## config.mk

```make
export PLATFORM = sky130hd
export DESIGN_NAME = vec_u_sched_flat
export DESIGN_NICKNAME = d
export VERILOG_FILES = /design/src/rtl/vec_u_sched_if.sv /design/src/rtl/vec_u_sched.sv /design/src/flat_wrapper.sv
export SDC_FILE = /design/constraint.sdc
export NUM_CORES = 1
export LEC_CHECK = 0
export CAP_MARGIN = 20
export CORE_AREA = 3 3 516 518
export CTS_CLUSTER_SIZE = 28
export DETAILED_ROUTE_END_ITERATION = 10
export DIE_AREA = 0 0 519 521
export PLACE_DENSITY = 0.3
export SETUP_SLACK_MARGIN = 0.2
export SKIP_CTS_REPAIR_TIMING = 1
export SYNTH_ARGS = -nofsm -noshare
export SYNTH_HDL_FRONTEND = slang
export SYNTH_SLANG_ARGS = --single-unit
```

## constraint.sdc

```tcl
create_clock -name clk -period 3.25 [get_ports clk]
set_input_delay 0.975 -clock clk [delete_from_list [all_inputs] [get_ports clk]]
set_output_delay 0.975 -clock clk [all_outputs]
set_load 0.005 [all_outputs]
```

## src/rtl/vec_u_sched_if.sv

```systemverilog
// -----------------------------------------------------------------------------
// vec_u_sched_if
// Requester-side bus of the vector-unit command scheduler.
//   cmd_valid[1:0]   per-requester command valid (bit i = requester i)
//   cmd_ready[1:0]   per-requester accept, transfer when valid & ready
//   cmd_opN          0 = write, 1 = compute
//   cmd_addrN        write address
//   cmd_dataN        write data
//   cmd_modN         compute mode (00 A+B, 01 A-B, 10 B, 11 A)
//   rsp_valid        one-cycle result strobe, no backpressure
//   rsp_id           requester that issued the compute
//   rsp_ptr          pair base pointer consumed by the compute
//   rsp_data         captured result, held until the next response
// master = requester side, slave = scheduler side.
// -----------------------------------------------------------------------------
interface vec_u_sched_if #(
  parameter int Size = 256
);
  logic [1:0]      cmd_valid;
  logic [1:0]      cmd_ready;
  logic            cmd_op0;
  logic            cmd_op1;
  logic [5:0]      cmd_addr0;
  logic [5:0]      cmd_addr1;
  logic [Size-1:0] cmd_data0;
  logic [Size-1:0] cmd_data1;
  logic [1:0]      cmd_mod0;
  logic [1:0]      cmd_mod1;
  logic            rsp_valid;
  logic            rsp_id;
  logic [5:0]      rsp_ptr;
  logic [Size-1:0] rsp_data;

  modport master (
    output cmd_valid, cmd_op0, cmd_op1, cmd_addr0, cmd_addr1,
           cmd_data0, cmd_data1, cmd_mod0, cmd_mod1,
    input  cmd_ready, rsp_valid, rsp_id, rsp_ptr, rsp_data
  );

  modport slave (
    input  cmd_valid, cmd_op0, cmd_op1, cmd_addr0, cmd_addr1,
           cmd_data0, cmd_data1, cmd_mod0, cmd_mod1,
    output cmd_ready, rsp_valid, rsp_id, rsp_ptr, rsp_data
  );
endinterface

```

## src/rtl/vec_u_sched.sv

```systemverilog
// -----------------------------------------------------------------------------
// vec_u_sched
// Command scheduler in front of the single-URAM vector unit. Arbitrates two
// requesters (round-robin) onto the unit's write port and read trigger, parks
// the write port on scratch address 0 when idle, and sequences each compute
// (ISSUE -> fixed-latency WAIT -> CAPTURE), returning the result tagged with
// requester ID and pair pointer.
// Ports:
//   clk, rst      clock, synchronous active-high reset
//   bus           requester bus (vec_u_sched_if.slave)
//   vu_addr       vector unit write address (0 when no write)
//   vu_data_in    vector unit write data (0 when no write)
//   vu_mod        vector unit mode, held from ISSUE through CAPTURE
//   vu_en_read    vector unit read trigger (one cycle, in ISSUE)
//   vu_out        vector unit result, sampled in CAPTURE
//   busy          high in every state except IDLE
// -----------------------------------------------------------------------------
module vec_u_sched #(
  parameter int Size   = 256,
  parameter int OP_LAT = 7
) (
  input  logic            clk,
  input  logic            rst,
  vec_u_sched_if.slave    bus,
  output logic [5:0]      vu_addr,
  output logic [Size-1:0] vu_data_in,
  output logic [1:0]      vu_mod,
  output logic            vu_en_read,
  input  logic [Size-1:0] vu_out,
  output logic            busy
);

  typedef enum logic [1:0] {IDLE, ISSUE, WAIT, CAPTURE} state_t;

  // WAIT spans OP_LAT-1 cycles; the counter starts at 0 on entry.
  localparam logic [3:0] CNT_LAST = 4'(OP_LAT - 2);

  state_t          state_q, state_d;
  logic [3:0]      cnt_q, cnt_d;
  logic [5:0]      rd_ptr_q, rd_ptr_d;
  logic [5:0]      ptr_q, ptr_d;
  logic            last_gnt_q, last_gnt_d;
  logic            id_q, id_d;
  logic [1:0]      mod_q, mod_d;
  logic [5:0]      wr_addr_q, wr_addr_d;
  logic [Size-1:0] wr_data_q, wr_data_d;
  logic            rsp_valid_q, rsp_valid_d;
  logic            rsp_id_q, rsp_id_d;
  logic [5:0]      rsp_ptr_q, rsp_ptr_d;
  logic [Size-1:0] rsp_data_q, rsp_data_d;

  logic            gnt_id;
  logic            can_accept;
  logic            sel_op;
  logic [5:0]      sel_addr;
  logic [Size-1:0] sel_data;
  logic [1:0]      sel_mod;

  // Arbitration: a lone requester wins; on conflict the one that did not
  // win the last accepted transfer wins.
  always_comb begin
    gnt_id     = (bus.cmd_valid == 2'b11) ? ~last_gnt_q : bus.cmd_valid[1];
    can_accept = (state_q == IDLE) && !rst && (|bus.cmd_valid);
    sel_op     = gnt_id ? bus.cmd_op1   : bus.cmd_op0;
    sel_addr   = gnt_id ? bus.cmd_addr1 : bus.cmd_addr0;
    sel_data   = gnt_id ? bus.cmd_data1 : bus.cmd_data0;
    sel_mod    = gnt_id ? bus.cmd_mod1  : bus.cmd_mod0;
  end

  always_comb begin
    state_d     = state_q;
    cnt_d       = cnt_q;
    rd_ptr_d    = rd_ptr_q;
    ptr_d       = ptr_q;
    last_gnt_d  = last_gnt_q;
    id_d        = id_q;
    mod_d       = mod_q;
    wr_addr_d   = 6'd0;          // write port parks on scratch address 0
    wr_data_d   = '0;
    rsp_valid_d = 1'b0;
    rsp_id_d    = rsp_id_q;
    rsp_ptr_d   = rsp_ptr_q;
    rsp_data_d  = rsp_data_q;

    case (state_q)
      IDLE: begin
        if (can_accept) begin
          last_gnt_d = gnt_id;
          if (sel_op) begin
            mod_d   = sel_mod;
            id_d    = gnt_id;
            ptr_d   = rd_ptr_q;
            state_d = ISSUE;
          end else begin
            wr_addr_d = sel_addr;
            wr_data_d = sel_data;
          end
        end
      end
      ISSUE: begin
        rd_ptr_d = rd_ptr_q + 6'd2;  // wraps 62 -> 0
        cnt_d    = 4'd0;
        state_d  = WAIT;
      end
      WAIT: begin
        if (cnt_q == CNT_LAST) begin
          state_d = CAPTURE;
        end else begin
          cnt_d = cnt_q + 4'd1;
        end
      end
      CAPTURE: begin
        rsp_valid_d = 1'b1;
        rsp_id_d    = id_q;
        rsp_ptr_d   = ptr_q;
        rsp_data_d  = vu_out;
        cnt_d       = 4'd0;
        state_d     = IDLE;
      end
      default: state_d = IDLE;
    endcase
  end

  always_ff @(posedge clk) begin
    if (rst) begin
      state_q     <= IDLE;
      cnt_q       <= 4'd0;
      rd_ptr_q    <= 6'd0;
      ptr_q       <= 6'd0;
      last_gnt_q  <= 1'b1;
      id_q        <= 1'b0;
      mod_q       <= 2'd0;
      wr_addr_q   <= 6'd0;
      wr_data_q   <= '0;
      rsp_valid_q <= 1'b0;
      rsp_id_q    <= 1'b0;
      rsp_ptr_q   <= 6'd0;
      rsp_data_q  <= '0;
    end else begin
      state_q     <= state_d;
      cnt_q       <= cnt_d;
      rd_ptr_q    <= rd_ptr_d;
      ptr_q       <= ptr_d;
      last_gnt_q  <= last_gnt_d;
      id_q        <= id_d;
      mod_q       <= mod_d;
      wr_addr_q   <= wr_addr_d;
      wr_data_q   <= wr_data_d;
      rsp_valid_q <= rsp_valid_d;
      rsp_id_q    <= rsp_id_d;
      rsp_ptr_q   <= rsp_ptr_d;
      rsp_data_q  <= rsp_data_d;
    end
  end

  // Outputs are forced low while rst is high, including the first reset
  // cycle before the registers have been cleared.
  assign bus.cmd_ready = can_accept ? (gnt_id ? 2'b10 : 2'b01) : 2'b00;
  assign bus.rsp_valid = rst ? 1'b0 : rsp_valid_q;
  assign bus.rsp_id    = rst ? 1'b0 : rsp_id_q;
  assign bus.rsp_ptr   = rst ? 6'd0 : rsp_ptr_q;
  assign bus.rsp_data  = rst ? '0   : rsp_data_q;
  assign vu_addr       = rst ? 6'd0 : wr_addr_q;
  assign vu_data_in    = rst ? '0   : wr_data_q;
  assign vu_mod        = rst ? 2'd0 : mod_q;
  assign vu_en_read    = !rst && (state_q == ISSUE);
  assign busy          = !rst && (state_q != IDLE);

endmodule
```

## src/flat_wrapper.sv

```systemverilog
// flat-port wrapper written by rule: the top's interface ports become plain ports
module vec_u_sched_flat 
#(
  parameter int Size   = 256,
  parameter int OP_LAT = 7
)
  (clk, rst, vu_addr, vu_data_in, vu_mod, vu_en_read, vu_out, busy, bus_cmd_valid, bus_cmd_op0, bus_cmd_op1, bus_cmd_addr0, bus_cmd_addr1, bus_cmd_data0, bus_cmd_data1, bus_cmd_mod0, bus_cmd_mod1, bus_cmd_ready, bus_rsp_valid, bus_rsp_id, bus_rsp_ptr, bus_rsp_data);
  vec_u_sched_if #(.Size(Size)) bus_i ();
  input  logic clk;
  input  logic rst;
  output logic [5:0] vu_addr;
  output logic [Size-1:0] vu_data_in;
  output logic [1:0] vu_mod;
  output logic vu_en_read;
  input  logic [Size-1:0] vu_out;
  output logic busy;
  input wire logic [$bits(bus_i.cmd_valid)-1:0] bus_cmd_valid;
  input wire logic [$bits(bus_i.cmd_op0)-1:0] bus_cmd_op0;
  input wire logic [$bits(bus_i.cmd_op1)-1:0] bus_cmd_op1;
  input wire logic [$bits(bus_i.cmd_addr0)-1:0] bus_cmd_addr0;
  input wire logic [$bits(bus_i.cmd_addr1)-1:0] bus_cmd_addr1;
  input wire logic [$bits(bus_i.cmd_data0)-1:0] bus_cmd_data0;
  input wire logic [$bits(bus_i.cmd_data1)-1:0] bus_cmd_data1;
  input wire logic [$bits(bus_i.cmd_mod0)-1:0] bus_cmd_mod0;
  input wire logic [$bits(bus_i.cmd_mod1)-1:0] bus_cmd_mod1;
  output wire logic [$bits(bus_i.cmd_ready)-1:0] bus_cmd_ready;
  output wire logic [$bits(bus_i.rsp_valid)-1:0] bus_rsp_valid;
  output wire logic [$bits(bus_i.rsp_id)-1:0] bus_rsp_id;
  output wire logic [$bits(bus_i.rsp_ptr)-1:0] bus_rsp_ptr;
  output wire logic [$bits(bus_i.rsp_data)-1:0] bus_rsp_data;
  assign bus_i.cmd_valid = bus_cmd_valid;
  assign bus_i.cmd_op0 = bus_cmd_op0;
  assign bus_i.cmd_op1 = bus_cmd_op1;
  assign bus_i.cmd_addr0 = bus_cmd_addr0;
  assign bus_i.cmd_addr1 = bus_cmd_addr1;
  assign bus_i.cmd_data0 = bus_cmd_data0;
  assign bus_i.cmd_data1 = bus_cmd_data1;
  assign bus_i.cmd_mod0 = bus_cmd_mod0;
  assign bus_i.cmd_mod1 = bus_cmd_mod1;
  assign bus_cmd_ready = bus_i.cmd_ready;
  assign bus_rsp_valid = bus_i.rsp_valid;
  assign bus_rsp_id = bus_i.rsp_id;
  assign bus_rsp_ptr = bus_i.rsp_ptr;
  assign bus_rsp_data = bus_i.rsp_data;
  vec_u_sched #(.Size(Size), .OP_LAT(OP_LAT)) u_core (.clk(clk), .rst(rst), .bus(bus_i), .vu_addr(vu_addr), .vu_data_in(vu_data_in), .vu_mod(vu_mod), .vu_en_read(vu_en_read), .vu_out(vu_out), .busy(busy));
endmodule
```

**After elaboration in Yosys (flattened, before gate mapping)**

Index checks and enable logic that the tools add are counted.

- Bits in registers: 548
- Latch bits: 0
- Bits in writable memories: 0
- ROM bits: 0
- Input bits: 790
- Output and inout bits: 532
- Logic and storage cells: 63
- Memories kept: 0

- Add/sub/neg operators: 2
- Multiply operators: 0
- Div/mod/pow operators: 0
- Magnitude comparators: 0
- Eq/ne operators: 9
- Shift-type cells: 0
- Muxes and demuxes: 21
- Bitwise logic cells: 3
- Reduce and logical (&&, ||, !) cells: 15

Operators with widths:

| cell | number |
|---|---|
| 256-bit 2-to-1 mux | 3 |
| 6-bit 2-to-1 mux | 3 |
| 2-bit 2-to-1 mux | 7 |
| 2-bit case mux with 4 select lines | 1 |
| 4-bit case mux with 2 select lines | 1 |
| 6-bit by 2-bit adder with 6-bit output (second input constant) | 1 |
| 2-bit equality test (second input constant) | 3 |
| 2-bit by 1-bit inequality test with 1-bit output (second input constant) | 3 |
| 3-bit AND reduction | 2 |
| 1-bit 2-to-1 mux | 5 |
| 4-bit by 1-bit adder with 4-bit output (second input constant) | 1 |
| 4-bit by 3-bit equality test with 1-bit output (second input constant) | 1 |
| 1-bit logical AND | 4 |
| 4-bit 2-to-1 mux | 1 |
| 2-bit AND reduction | 2 |
| 2-bit nonzero test | 2 |
| 2-bit OR reduction | 2 |
| 4-bit OR reduction | 1 |
| 1-bit inverter | 3 |
| 2-bit by 1-bit equality test with 1-bit output (second input constant) | 1 |
| 2-bit zero test | 1 |
| 2-bit inequality test (second input constant) | 1 |
| 1-bit zero test | 1 |

**Logic depth before layout (Yosys ltp)**

- Depth after elaboration: 6
- Depth in mapped cells: 8

**Worst setup path after synthesis**

No wires, ideal clock.

- Path type: input to output
- Start point: in rst
- End point: out busy
- Arrival: 2.101 ns
- Required time: 2.275 ns
- Setup slack: 0.174 ns
- Stages on the path: 5
- Buffers on the path: 4
- Cell sequence: clkbuf_1 -> clkbuf_1 -> clkbuf_1 -> clkbuf_1 -> nor2_1

- Longest elaborated chain between the ends: 2

Ends and longest elaborated chain:

| what | line | RTL |
|---|---|---|
| from (decl) | flat_wrapper.sv:10 | `input logic rst;` |
| 1-bit zero test | vec_u_sched.sv:167 | `assign busy = !rst && (state_q != IDLE);` |
| 1-bit logical AND | vec_u_sched.sv:167 |  |
| to (decl) | flat_wrapper.sv:16 | `output logic busy;` |

No other way between the ends.

**Final worst setup path**

- Start point: in rst
- End point: out bus_rsp_data[17]

- Longest elaborated chain between the ends: 1

Ends and longest elaborated chain:

| what | line | RTL |
|---|---|---|
| 256-bit 2-to-1 mux | vec_u_sched.sv:162 | `assign bus.rsp_data = rst ? '0 : rsp_data_q;` |
| to (decl) | flat_wrapper.sv:30 | `output wire logic [$bits(bus_i.rsp_data)-1:0] bus_rsp_data;` |

No other way between the ends.

==> impl_metrics.ini <==
[place]
port-buffer-count = 1320
post_dp_cell_area_um2 = 42300
hpwl_um = 152000
pre_cts_ws_ns = -0.442
gp_congestion = 0.806

[sta]
slew_viol_final = 0
setup_slack_ns = -0.0489
finalSetupViolCount = 16
hold_viol = 0
skew_ns = 0.0452
relSlewSlack_pct = 48.6
min_period_over_period_pct = 102
worstMarginPinSlew_ns = 0.771
fmax_ghz = 0.303
fin_crit_ns = 3.30
rsz0062_at_grt = yes
fin_hold_ws_ns = 0.459

[global_route]
grt_pass1_wl_um = 235000
gr-total-overflow = 0
grt_max_degree = 86
grt_pass1_vias = 25100
antenna_found_initial = 101
grtUsageTotal_pct = 12.8

[critical_path]
cpMaxStageDelayCell = clkdlybuf4s50_1
reg2reg_depth = 10
cp-startpoint = rst
cp_data_required_time_ns = 2.27
rrSetupSlack_ns = 0.58
startpoint_type = input port
worstReg2RegStart = u_core.state_q[1]$_SDFFE_PP0P_
cpPeakStageDelay_ns = 0.53
path_cells = buf_16, buf_12, buf_12, buf_12, nor2b_1, clkdlybuf4s50_1
crit_type = input port to primary output
r2r-end = u_core.wr_data_q[53]$_SDFF_PP0_
critPathArrivalTime_ns = 2.32
worstPathMaxFanout = 14
path_common_cell = buf_12
endpoint_kind = primary output
crit_end = bus_rsp_data[17]

[floorplan]
die_x_um = 519
fp-row-count = 188
die_h_um = 521
coreArea_um2 = 262000
die_area_um2 = 270000
start_util_pct = 8.67
ios = 1322

[cts]
root_buffer = clkbuf_16
path_clk_slew_ns = 0.06
cts.sinks = 545
clock_path_buffers = 3
clk_latency_ns = 0.69
cts_tree = done
cts_buffers = 83
h-tree-depth = 3

[yosys]
yosysWarnings = 0
yosysUniqueCellTypes = 36
async_flop_share_pct = 0
synth_top_area_cell = dfxtp_1
synth_fp_nets = 3493
ys_top_cells_by_area = dfxtp_1 (48%), nor2b_1 (15%), mux2i_1 (12%)
avgSynthCellArea_um2 = 8.43
synthFlopType = dfxtp_1
synth-edff-count = 0
syn_inst = 2695
synth.yosys.seq_area_share_pct = 48.0
synth-seq-cells = 545
synth_top_area_share_pct = 48.0
synthTopCellsByCount = nand2_1 (547), dfxtp_1 (545), nor2b_1 (529), nor2_1 (273), mux2i_1 (269)
netlist_area_um2 = 22700
yosysMostFrequentCell = nand2_1

[power]
p_int_w = 0.0155
p_seq_share_pct = 34.1
finalPower_w = 0.0219
p_per_area_nw_per_um2 = 462
vdd_drop_max_v = 0.000331
clock_power_share_pct = 44.2
pwr-share-comb_pct = 21.7
leakage_nw = 23.0
p_sw_w = 0.00636
sw_frac_of_total_pct = 29.0

[final_layout]
nFillCells = 29400
drive_above_1_share_pct = 16.6
syn2layout_area_growth_pct = 109
stdcell_area_um2 = 47400
fin_nets = 4968

[detailed_routing]
viasPerCell = 3.12
firstDrtPassIters = 5
wl_um = 184000
drc_errors = 0
first_iter_violations = 1009
avgRoutedWirePerCell_um = 23.8
wl_met2_um = 90600
drtAntennaViolNets = 0
top_layer = met5
vias = 24200
met1_length_um = 69500
wl_met3_um = 16100

[hold_path]
hp-class = flop to flop

[status]
outcome = complete, but fails checks
violations = negative setup slack

[job]
cap_violations = 0
## worst min path at each step
stage,start,endpoint,slack (ns),cells past startpoint
2_1_floorplan,u_core.ptr_q[1]$_SDFFE_PP0P_,u_core.ptr_q[1]$_SDFFE_PP0P_,0.43,2
3_3_place_gp,u_core.ptr_q[3]$_SDFFE_PP0P_,u_core.ptr_q[3]$_SDFFE_PP0P_,0.46,2
3_5_place_dp,u_core.ptr_q[3]$_SDFFE_PP0P_,u_core.ptr_q[3]$_SDFFE_PP0P_,0.46,2
4_1_cts,u_core.ptr_q[4]$_SDFFE_PP0P_,u_core.ptr_q[4]$_SDFFE_PP0P_,0.47,2
5_1_grt,u_core.ptr_q[3]$_SDFFE_PP0P_,u_core.ptr_q[3]$_SDFFE_PP0P_,0.49,2
6_report,u_core.ptr_q[4]$_SDFFE_PP0P_,u_core.ptr_q[4]$_SDFFE_PP0P_,0.46,2
## cell type report
type,count,area [um2],share of cell area (%)
clock buffer,122,2450,5.17
sequential,545,10900,23.0
multi-input combinational,1933,11600,24.4
antenna,8,20.0,0.0422
inverter,7,26.3,0.0554
tap,3515,4400,9.28
clock inverter,26,429,0.905
timing repair buffer,1600,17600,37.2
## cells in the final DEF (no fill, tap or decap), types with 6 or more instances in the layout
cell / Yosys / final
nor2b_1: 529 / 397
diode_2: 0 / 8
dlymetal6s2s_1: 0 / 345
a21oi_1: 257 / 257
nor2_1: 273 / 273
buf_2: 35 / 15
buf_16: 0 / 8
clkbuf_1: 154 / 16
clkbuf_16: 0 / 95
nor2b_2: 0 / 71
nand2_1: 547 / 547
clkbuf_2: 0 / 8
o21ai_0: 6 / 6
buf_12: 0 / 105
clkdlybuf4s50_1: 0 / 843
buf_6: 12 / 29
clkbuf_8: 0 / 23
buf_4: 2 / 230
dfxtp_1: 545 / 543
mux2i_1: 269 / 269
bufinv_16: 0 / 8
a21oi_2: 10 / 10
nor2b_4: 0 / 61
## cell families (layout without fill, tap and decap cells)
logic type	after synthesis	count (layout)	share of synthesized area, %
compound gates	285	285	6.61
mux	272	272	12.1
buf+inv	217	1755	4.21
fa+ha+maj	8	8	0.441
simple gates	1363	1363	28.5
flops	545	545	48.0
other cells	1	9	0.0165
xor+xnor	4	4	0.154
## through the flow
step	TNS [ns]	std cells	util, %
final	-0.300	7756	18.1
after global routing	-1.33	7751	18.1
after global placement	-77.82	7556	16.1
after CTS	-59.29	7704	17.2
after floorplan	0	2695	-
after detailed placement	-72.77	7556	16.1
## metal layers
| layer | global-route usage (%) | up-vias |
|---|---|---|
| met5 | 0 | - |
| li1 | - | 11600 |
| met1 | 13.6 | 11200 |
| met3 | 5.06 | 283 |
| met2 | 22.4 | 1152 |
| met4 | 5.27 | 42 |
## registers in the layout, indices dropped and copies added, names as in the netlist, 2 cells and up
name,flops
u_core.mod_q,2
u_core.state_q,2
u_core.rsp_data_q,256
u_core.ptr_q,5
u_core.wr_data_q,256
u_core.rsp_ptr_q,5
u_core.cnt_q,4
u_core.rd_ptr_q,5
u_core.wr_addr_q,6
## critical path: cells and delay by family
family / cells / cell delay [ns]
buffers and inverters: 5 / 1.17
and+or+nand+nor: 1 / 0.12
## power groups by stage
stage | Sequential (W) | Combinational, W | Clock, W
3_3_place_gp | 0.00760 | 0.00468 | 0
2_1_floorplan | 0.00741 | 0.00172 | 0
5_1_grt | 0.00750 | 0.00517 | 0.0104
3_5_place_dp | 0.00760 | 0.00468 | 0
6_report | 0.00746 | 0.00476 | 0.00967
4_1_cts | 0.00745 | 0.00470 | 0.0102
Note: power is estimated with default switching activity, not from simulation.
